File: src/rtl/iic_mux_arb_3.sv
// Round-robin arbiter/sequencer for a 3-way IIC pad mux.
// Grants one local master at a time and watches the shared pads for
// START/STOP. Ownership only changes once the bus has been idle for a
// guard period. A hold timeout and an idle-wait timeout recover from
// stuck masters.
module iic_mux_arb_3 #(
    parameter int TIMEOUT_CYCLES = 1000000,
    parameter int GUARD_CYCLES   = 100
) (
    input  logic       CLK_I,
    input  logic       RST_I,
    input  logic [2:0] REQ_I,
    output logic [2:0] GNT_O,
    output logic [1:0] SEL_O,
    input  logic       SDA_I,
    input  logic       SCL_I,
    output logic       BUSY_O,
    output logic       TIMEOUT_O
);

    localparam int TMO_W   = $clog2(TIMEOUT_CYCLES + 1);
    localparam int GUARD_W = $clog2(GUARD_CYCLES + 1);
    localparam logic [TMO_W-1:0]   TMO_LAST   = TMO_W'(TIMEOUT_CYCLES - 1);
    localparam logic [GUARD_W-1:0] GUARD_LAST = GUARD_W'(GUARD_CYCLES - 1);

    typedef enum logic [1:0] {
        ST_IDLE      = 2'd0,
        ST_SWITCH    = 2'd1,
        ST_OWNED     = 2'd2,
        ST_WAIT_IDLE = 2'd3
    } state_t;

    // Pad sampling: bit 0 = SDA, bit 1 = SCL
    logic [1:0] pad_meta_reg;
    logic [1:0] pad_sync_reg;
    logic [1:0] pad_hist_reg;

    state_t             state_reg, state_next;
    logic [1:0]         sel_reg, sel_next;
    logic [2:0]         gnt_reg, gnt_next;
    logic [1:0]         ptr_reg, ptr_next;
    logic [2:0]         mask_reg, mask_next, mask_set;
    logic [TMO_W-1:0]   hold_cnt_reg, hold_cnt_next;
    logic [TMO_W-1:0]   wait_cnt_reg, wait_cnt_next;
    logic [GUARD_W-1:0] guard_cnt_reg, guard_cnt_next;
    logic               busy_reg, busy_next;
    logic               timeout_reg, timeout_next;
    logic               force_idle;

    logic               start_det, stop_det;
    logic [2:0]         eligible;
    logic               pick_valid;
    logic [1:0]         pick_idx;
    logic [1:0]         cand1, cand2;

    function automatic logic [1:0] inc3(input logic [1:0] v);
        return (v == 2'd2) ? 2'd0 : v + 2'd1;
    endfunction

    function automatic logic [2:0] onehot3(input logic [1:0] v);
        return 3'(3'b001 << v);
    endfunction

    // Two-stage synchronizer plus one history stage; pads idle high
    always_ff @(posedge CLK_I) begin
        if (RST_I) begin
            pad_meta_reg <= 2'b11;
            pad_sync_reg <= 2'b11;
            pad_hist_reg <= 2'b11;
        end else begin
            pad_meta_reg <= {SCL_I, SDA_I};
            pad_sync_reg <= pad_meta_reg;
            pad_hist_reg <= pad_sync_reg;
        end
    end

    // SDA edge while SCL is high in both the current and previous sample
    assign start_det = pad_hist_reg[0] & ~pad_sync_reg[0] & pad_hist_reg[1] & pad_sync_reg[1];
    assign stop_det  = ~pad_hist_reg[0] & pad_sync_reg[0] & pad_hist_reg[1] & pad_sync_reg[1];

    // Busy flag; the idle-wait timeout forcibly clears it
    always_comb begin
        busy_next = busy_reg;
        if (force_idle) begin
            busy_next = 1'b0;
        end else if (start_det && !stop_det) begin
            busy_next = 1'b1;
        end else if (stop_det && !start_det) begin
            busy_next = 1'b0;
        end
    end

    // A mask bit stays set until its master is seen with request low
    assign eligible = REQ_I & ~mask_reg;
    generate
        for (genvar gi = 0; gi < 3; gi++) begin : g_mask
            assign mask_next[gi] = mask_set[gi] | (mask_reg[gi] & REQ_I[gi]);
        end
    endgenerate

    // Round-robin pick starting at ptr
    assign cand1 = inc3(ptr_reg);
    assign cand2 = inc3(cand1);
    always_comb begin
        pick_valid = 1'b1;
        pick_idx   = ptr_reg;
        if (eligible[ptr_reg]) begin
            pick_idx = ptr_reg;
        end else if (eligible[cand1]) begin
            pick_idx = cand1;
        end else if (eligible[cand2]) begin
            pick_idx = cand2;
        end else begin
            pick_valid = 1'b0;
        end
    end

    // Next-state and registered-output logic; SEL holds the owner index
    always_comb begin
        state_next     = state_reg;
        sel_next       = sel_reg;
        gnt_next       = gnt_reg;
        ptr_next       = ptr_reg;
        mask_set       = 3'b000;
        hold_cnt_next  = hold_cnt_reg;
        wait_cnt_next  = wait_cnt_reg;
        guard_cnt_next = guard_cnt_reg;
        timeout_next   = 1'b0;
        force_idle     = 1'b0;
        case (state_reg)
            ST_IDLE: begin
                if (!busy_reg && pick_valid) begin
                    sel_next   = pick_idx;
                    state_next = ST_SWITCH;
                end
            end
            ST_SWITCH: begin
                ptr_next       = inc3(sel_reg);
                hold_cnt_next  = '0;
                wait_cnt_next  = '0;
                guard_cnt_next = '0;
                if (REQ_I[sel_reg]) begin
                    gnt_next   = onehot3(sel_reg);
                    state_next = ST_OWNED;
                end else begin
                    state_next = ST_WAIT_IDLE;
                end
            end
            ST_OWNED: begin
                hold_cnt_next  = hold_cnt_reg + TMO_W'(1);
                wait_cnt_next  = '0;
                guard_cnt_next = '0;
                if (!REQ_I[sel_reg]) begin
                    gnt_next   = 3'b000;
                    state_next = ST_WAIT_IDLE;
                end else if (hold_cnt_reg == TMO_LAST) begin
                    gnt_next     = 3'b000;
                    timeout_next = 1'b1;
                    mask_set     = onehot3(sel_reg);
                    state_next   = ST_WAIT_IDLE;
                end
            end
            ST_WAIT_IDLE: begin
                wait_cnt_next = wait_cnt_reg + TMO_W'(1);
                if (busy_reg) begin
                    guard_cnt_next = '0;
                end else if (guard_cnt_reg != GUARD_LAST) begin
                    guard_cnt_next = guard_cnt_reg + GUARD_W'(1);
                end
                if (!busy_reg && guard_cnt_reg == GUARD_LAST) begin
                    state_next = ST_IDLE;
                end else if (wait_cnt_reg == TMO_LAST) begin
                    // Master abandoned the bus mid-transfer: reclaim it
                    force_idle   = 1'b1;
                    timeout_next = 1'b1;
                    state_next   = ST_IDLE;
                end
            end
            default: state_next = ST_IDLE;
        endcase
    end

    // State and control registers
    always_ff @(posedge CLK_I) begin
        if (RST_I) begin
            state_reg     <= ST_IDLE;
            sel_reg       <= 2'd0;
            gnt_reg       <= 3'b000;
            ptr_reg       <= 2'd0;
            mask_reg      <= 3'b000;
            hold_cnt_reg  <= '0;
            wait_cnt_reg  <= '0;
            guard_cnt_reg <= '0;
            busy_reg      <= 1'b0;
            timeout_reg   <= 1'b0;
        end else begin
            state_reg     <= state_next;
            sel_reg       <= sel_next;
            gnt_reg       <= gnt_next;
            ptr_reg       <= ptr_next;
            mask_reg      <= mask_next;
            hold_cnt_reg  <= hold_cnt_next;
            wait_cnt_reg  <= wait_cnt_next;
            guard_cnt_reg <= guard_cnt_next;
            busy_reg      <= busy_next;
            timeout_reg   <= timeout_next;
        end
    end

    assign GNT_O     = gnt_reg;
    assign SEL_O     = sel_reg;
    assign BUSY_O    = busy_reg;
    assign TIMEOUT_O = timeout_reg;

endmodule

File: config.mk
export PLATFORM = sky130hd
export DESIGN_NAME = iic_mux_arb_3
export DESIGN_NICKNAME = d
export VERILOG_FILES = /design/src/rtl/iic_mux_arb_3.sv
export SDC_FILE = /design/constraint.sdc
export NUM_CORES = 1
export LEC_CHECK = 0
export ABC_AREA = 1
export BUFFER_PORTS_ARGS = -buffer_cell sky130_fd_sc_hd__buf_2
export CAP_MARGIN = 40
export CORE_ASPECT_RATIO = 0.8
export CORE_UTILIZATION = 61
export DETAILED_ROUTE_END_ITERATION = 10
export HOLD_SLACK_MARGIN = 0.05
export PLACE_DENSITY = 0.88
export SETUP_SLACK_MARGIN = 0.5
export SYNTH_ARGS = -nofsm -noshare
export SYNTH_HDL_FRONTEND = slang
export SYNTH_SLANG_ARGS = --single-unit
File: constraint.sdc
create_clock -name CLK_I -period 2.2 [get_ports CLK_I]
set_input_delay 0.55 -clock CLK_I [delete_from_list [all_inputs] [get_ports CLK_I]]
set_output_delay 0.55 -clock CLK_I [all_outputs]
set_load 0.005 [all_outputs]
==> reports/qor.yml <==
yosysUniqueCellTypes: 37
synth.top_cells.by_count: "nand2_1, nor2_1, inv_1, dfxtp_1, a21oi_1"
gp_congestion: 0.884
switchingPower_mw: 1.56
holdPathEnd: "pad_meta_reg[1]$_SDFF_PP1_"
finalCritPeriodShare_pct: 77.1
ir_worst_vdd_v: 0.000501
drcViolationCount: 0
dp_cells: 602
clock_skew_ns: 0.0146
crit_path_start_kind: "register"
internal_power_mw: 2.43
grt_pass1_vias: 3047
cts_buffers: 9
leakagePower_nw: 1.72
syn_inst: 517
antenna_found_initial: 0
clkPwrFrac_pct: 25.1
drive_above_1_share_pct: 20.0
ys_top_cells_by_area: "dfxtp_1, nand2_1, nor2_1"
synth_area_mm2: 0.00347
layout.cells.non_filler: 638
final-hold-violation-count: 0
dp_hpwl_mm: 5.48
grt_max_degree: 20
critPathArrivalTime_ns: 1.98
synth_most_common_cell: "nand2_1"
ant_nets: 0
power.density_mw_per_mm2: 978
yosysSeqAreaShare_pct: 38.7
drv_slew: 0
via_per_inst: 5.52
grtUsageTotal_pct: 26.8
max_freq_mhz: 589
switching_share_pct: 39.1
drtIter0Drc: 269
cp_max_fo: 5
avgSynthCellArea_um2: 6.71
wl_per_cell_um: 13.6
synth_warnings: 0
root_buffer: "clkbuf_8"
die_area_mm2: 0.00599
hold_class: "in -> reg"
holdWs_ns: 0.380
finalSetupViolCount: 0
maxCapViolations: 0
synthArstFlopShare_pct: 0
endpoint_kind: "register"
fp.dieW_um: 86.3
clock_path_buffers: 2
critical_path_class: "reg -> reg"
holdPathStages: 2
initial_core_util_pct: 63.5
synth-main-ff-cell: "dfxtp_1"
ff2ff_setup_slack_ns: 0.50
area_growth_pct: 17.6
hp-start: "SCL_I"
grt_first_pass_wirelength_mm: 12.8
nets: 571
fin_tns_setup_ns: 0
cts.sink_count: 67
synth_seq_cells: 67
r2r-start: "guard_cnt_reg[0]$_SDFFE_PP0P_"
synth_top_area_share_pct: 38.7
design.core.area_mm2: 0.00547
dr.pass1.iters: 6
post-route-min-period_ns: 1.70
portBuffers: 13
reg2reg_to: "state_reg[1]$_SDFFE_PP0P_"
worstPathRequired_ns: 2.49
p_seq_share_pct: 36.6
cts-htree-levels: 3
drt-total-wl_mm: 8.68
synthesis.nets: 533
outcome: "finished clean"
maxSlewHeadroom_pct: 74.5
path_clk_slew_ns: 0.08
overflow: 0
rows: 24
yosys.area.top_type: "dfxtp_1"
clkLatencyLatePin_ns: 0.35
ios: 14
worst_pin_slew_ns: 0.382
worstRegToRegCells: 11
rsz0062_at_grt: "yes"
combPwrFrac_pct: 38.3
cts_tree: "yes"
diodes: 0
via_count: 3521
synth_edf_count: 0
die_h_um: 69.4
-- power groups by stage --
stage | clock network [mW] | registers [mW] | logic, mW
finish | 1.00 | 1.46 | 1.53
detailed placement | 0 | 1.46 | 1.14
global route | 1.06 | 1.47 | 1.66
global placement | 0 | 1.45 | 1.08
floorplan | 0 | 1.43 | 0.900
CTS | 1.01 | 1.44 | 1.21
-- what timing repair did --
action / in CTS / in global routing
hold buffers: 0 / 0
cloned: 0 / 1
pin swaps: 1 / 10
setup buffers: 1 / 18
gates resized for setup: 10 / 35
setup endpoints to repair: 38 / 37
-- per-layer routing --
layer	routed length, um	track usage [%]	vias up	share of wire (%)
met5	0	0	-	0
met4	199	10.4	0	2.3
met3	517	8.81	27	6.0
met2	4260	43.1	133	49
met1	3710	33.2	1625	43
li1	-	-	1736	-
-- worst max-delay path: stages, from the launching register on --
cell and delay [ns]:
dfxtp_1 0.39, ha_1 0.25, nand3_1 0.11, nor3_2 0.21, nor2_4 0.10, nand2_1 0.10, nand2_1 0.07, inv_1 0.09
nand2_2 0.09, nand2_1 0.08, nand2_1 0.05, nor2_1 0.09
-- placed cells by master, fill, tap and decap left out, types with 3 or more instances in the layout --
cell type / netlist / routed
nand3_1: 30 / 26
or2_2: 6 / 6
dfxtp_2: 0 / 6
buf_4: 1 / 19
nor3_2: 3 / 3
clkbuf_8: 0 / 9
inv_2: 4 / 8
ha_1: 9 / 6
nand3_2: 2 / 6
nor3_1: 13 / 12
a21oi_1: 44 / 42
nand2_2: 4 / 7
nor2_1: 70 / 66
dfxtp_1: 67 / 59
nand3b_1: 4 / 4
nand4_1: 9 / 9
a21oi_2: 1 / 3
clkbuf_1: 3 / 3
buf_2: 3 / 13
nand2_1: 124 / 120
o21ai_0: 24 / 23
nor2_4: 2 / 6
inv_1: 68 / 64
nor2_2: 7 / 7
-- through the flow --
step                cell area (um^2)  setup slack (ns)  power, mW  util, %
floorplan                       3470             0.507       2.33        -
global placement                3600             0.372       2.53     65.9
detailed placement              3600             0.265       2.59     65.9
CTS                             3830             0.475       3.65     70.0
global route                    4080             0.376       4.19     74.7
finish                          4080             0.503       3.99     74.7
-- worst max path at each step --
stage | start | to | slack, ns | depth (start not counted)
finish | guard_cnt_reg[0]$_SDFFE_PP0P_ | state_reg[1]$_SDFFE_PP0P_ | 0.50 | 11
global route | guard_cnt_reg[0]$_SDFFE_PP0P_ | state_reg[0]$_SDFFE_PP0P_ | 0.38 | 11
CTS | state_reg[1]$_SDFFE_PP0P_ | hold_cnt_reg[11]$_SDFFE_PP0P_ | 0.47 | 10
detailed placement | state_reg[0]$_SDFFE_PP0P_ | hold_cnt_reg[9]$_SDFFE_PP0P_ | 0.26 | 10
global placement | state_reg[0]$_SDFFE_PP0P_ | hold_cnt_reg[11]$_SDFFE_PP0P_ | 0.37 | 9
floorplan | state_reg[0]$_SDFFE_PP0P_ | wait_cnt_reg[13]$_SDFFE_PP0P_ | 0.51 | 11
-- layout make-up --
class | instances | area (um^2)
clock buffer | 12 | 135
tap | 78 | 97.6
fill | 378 | 1390
clock inverter | 4 | 51.3
multi-input combinational | 370 | 1940
inverter | 73 | 277
timing repair buffer | 34 | 224
sequential | 67 | 1360
-- kinds of logic (layout without fill, tap and decap cells) --
family	after synthesis	after routing	share of synthesized area, %
buf+inv	81	123	9.20
compound gates	77	78	11.8
xor+xnor	4	4	1.01
simple gates	279	279	36.1
flops	67	67	38.7
fa+ha+maj	9	9	3.25
Note: power is estimated with default switching activity, not from simulation.
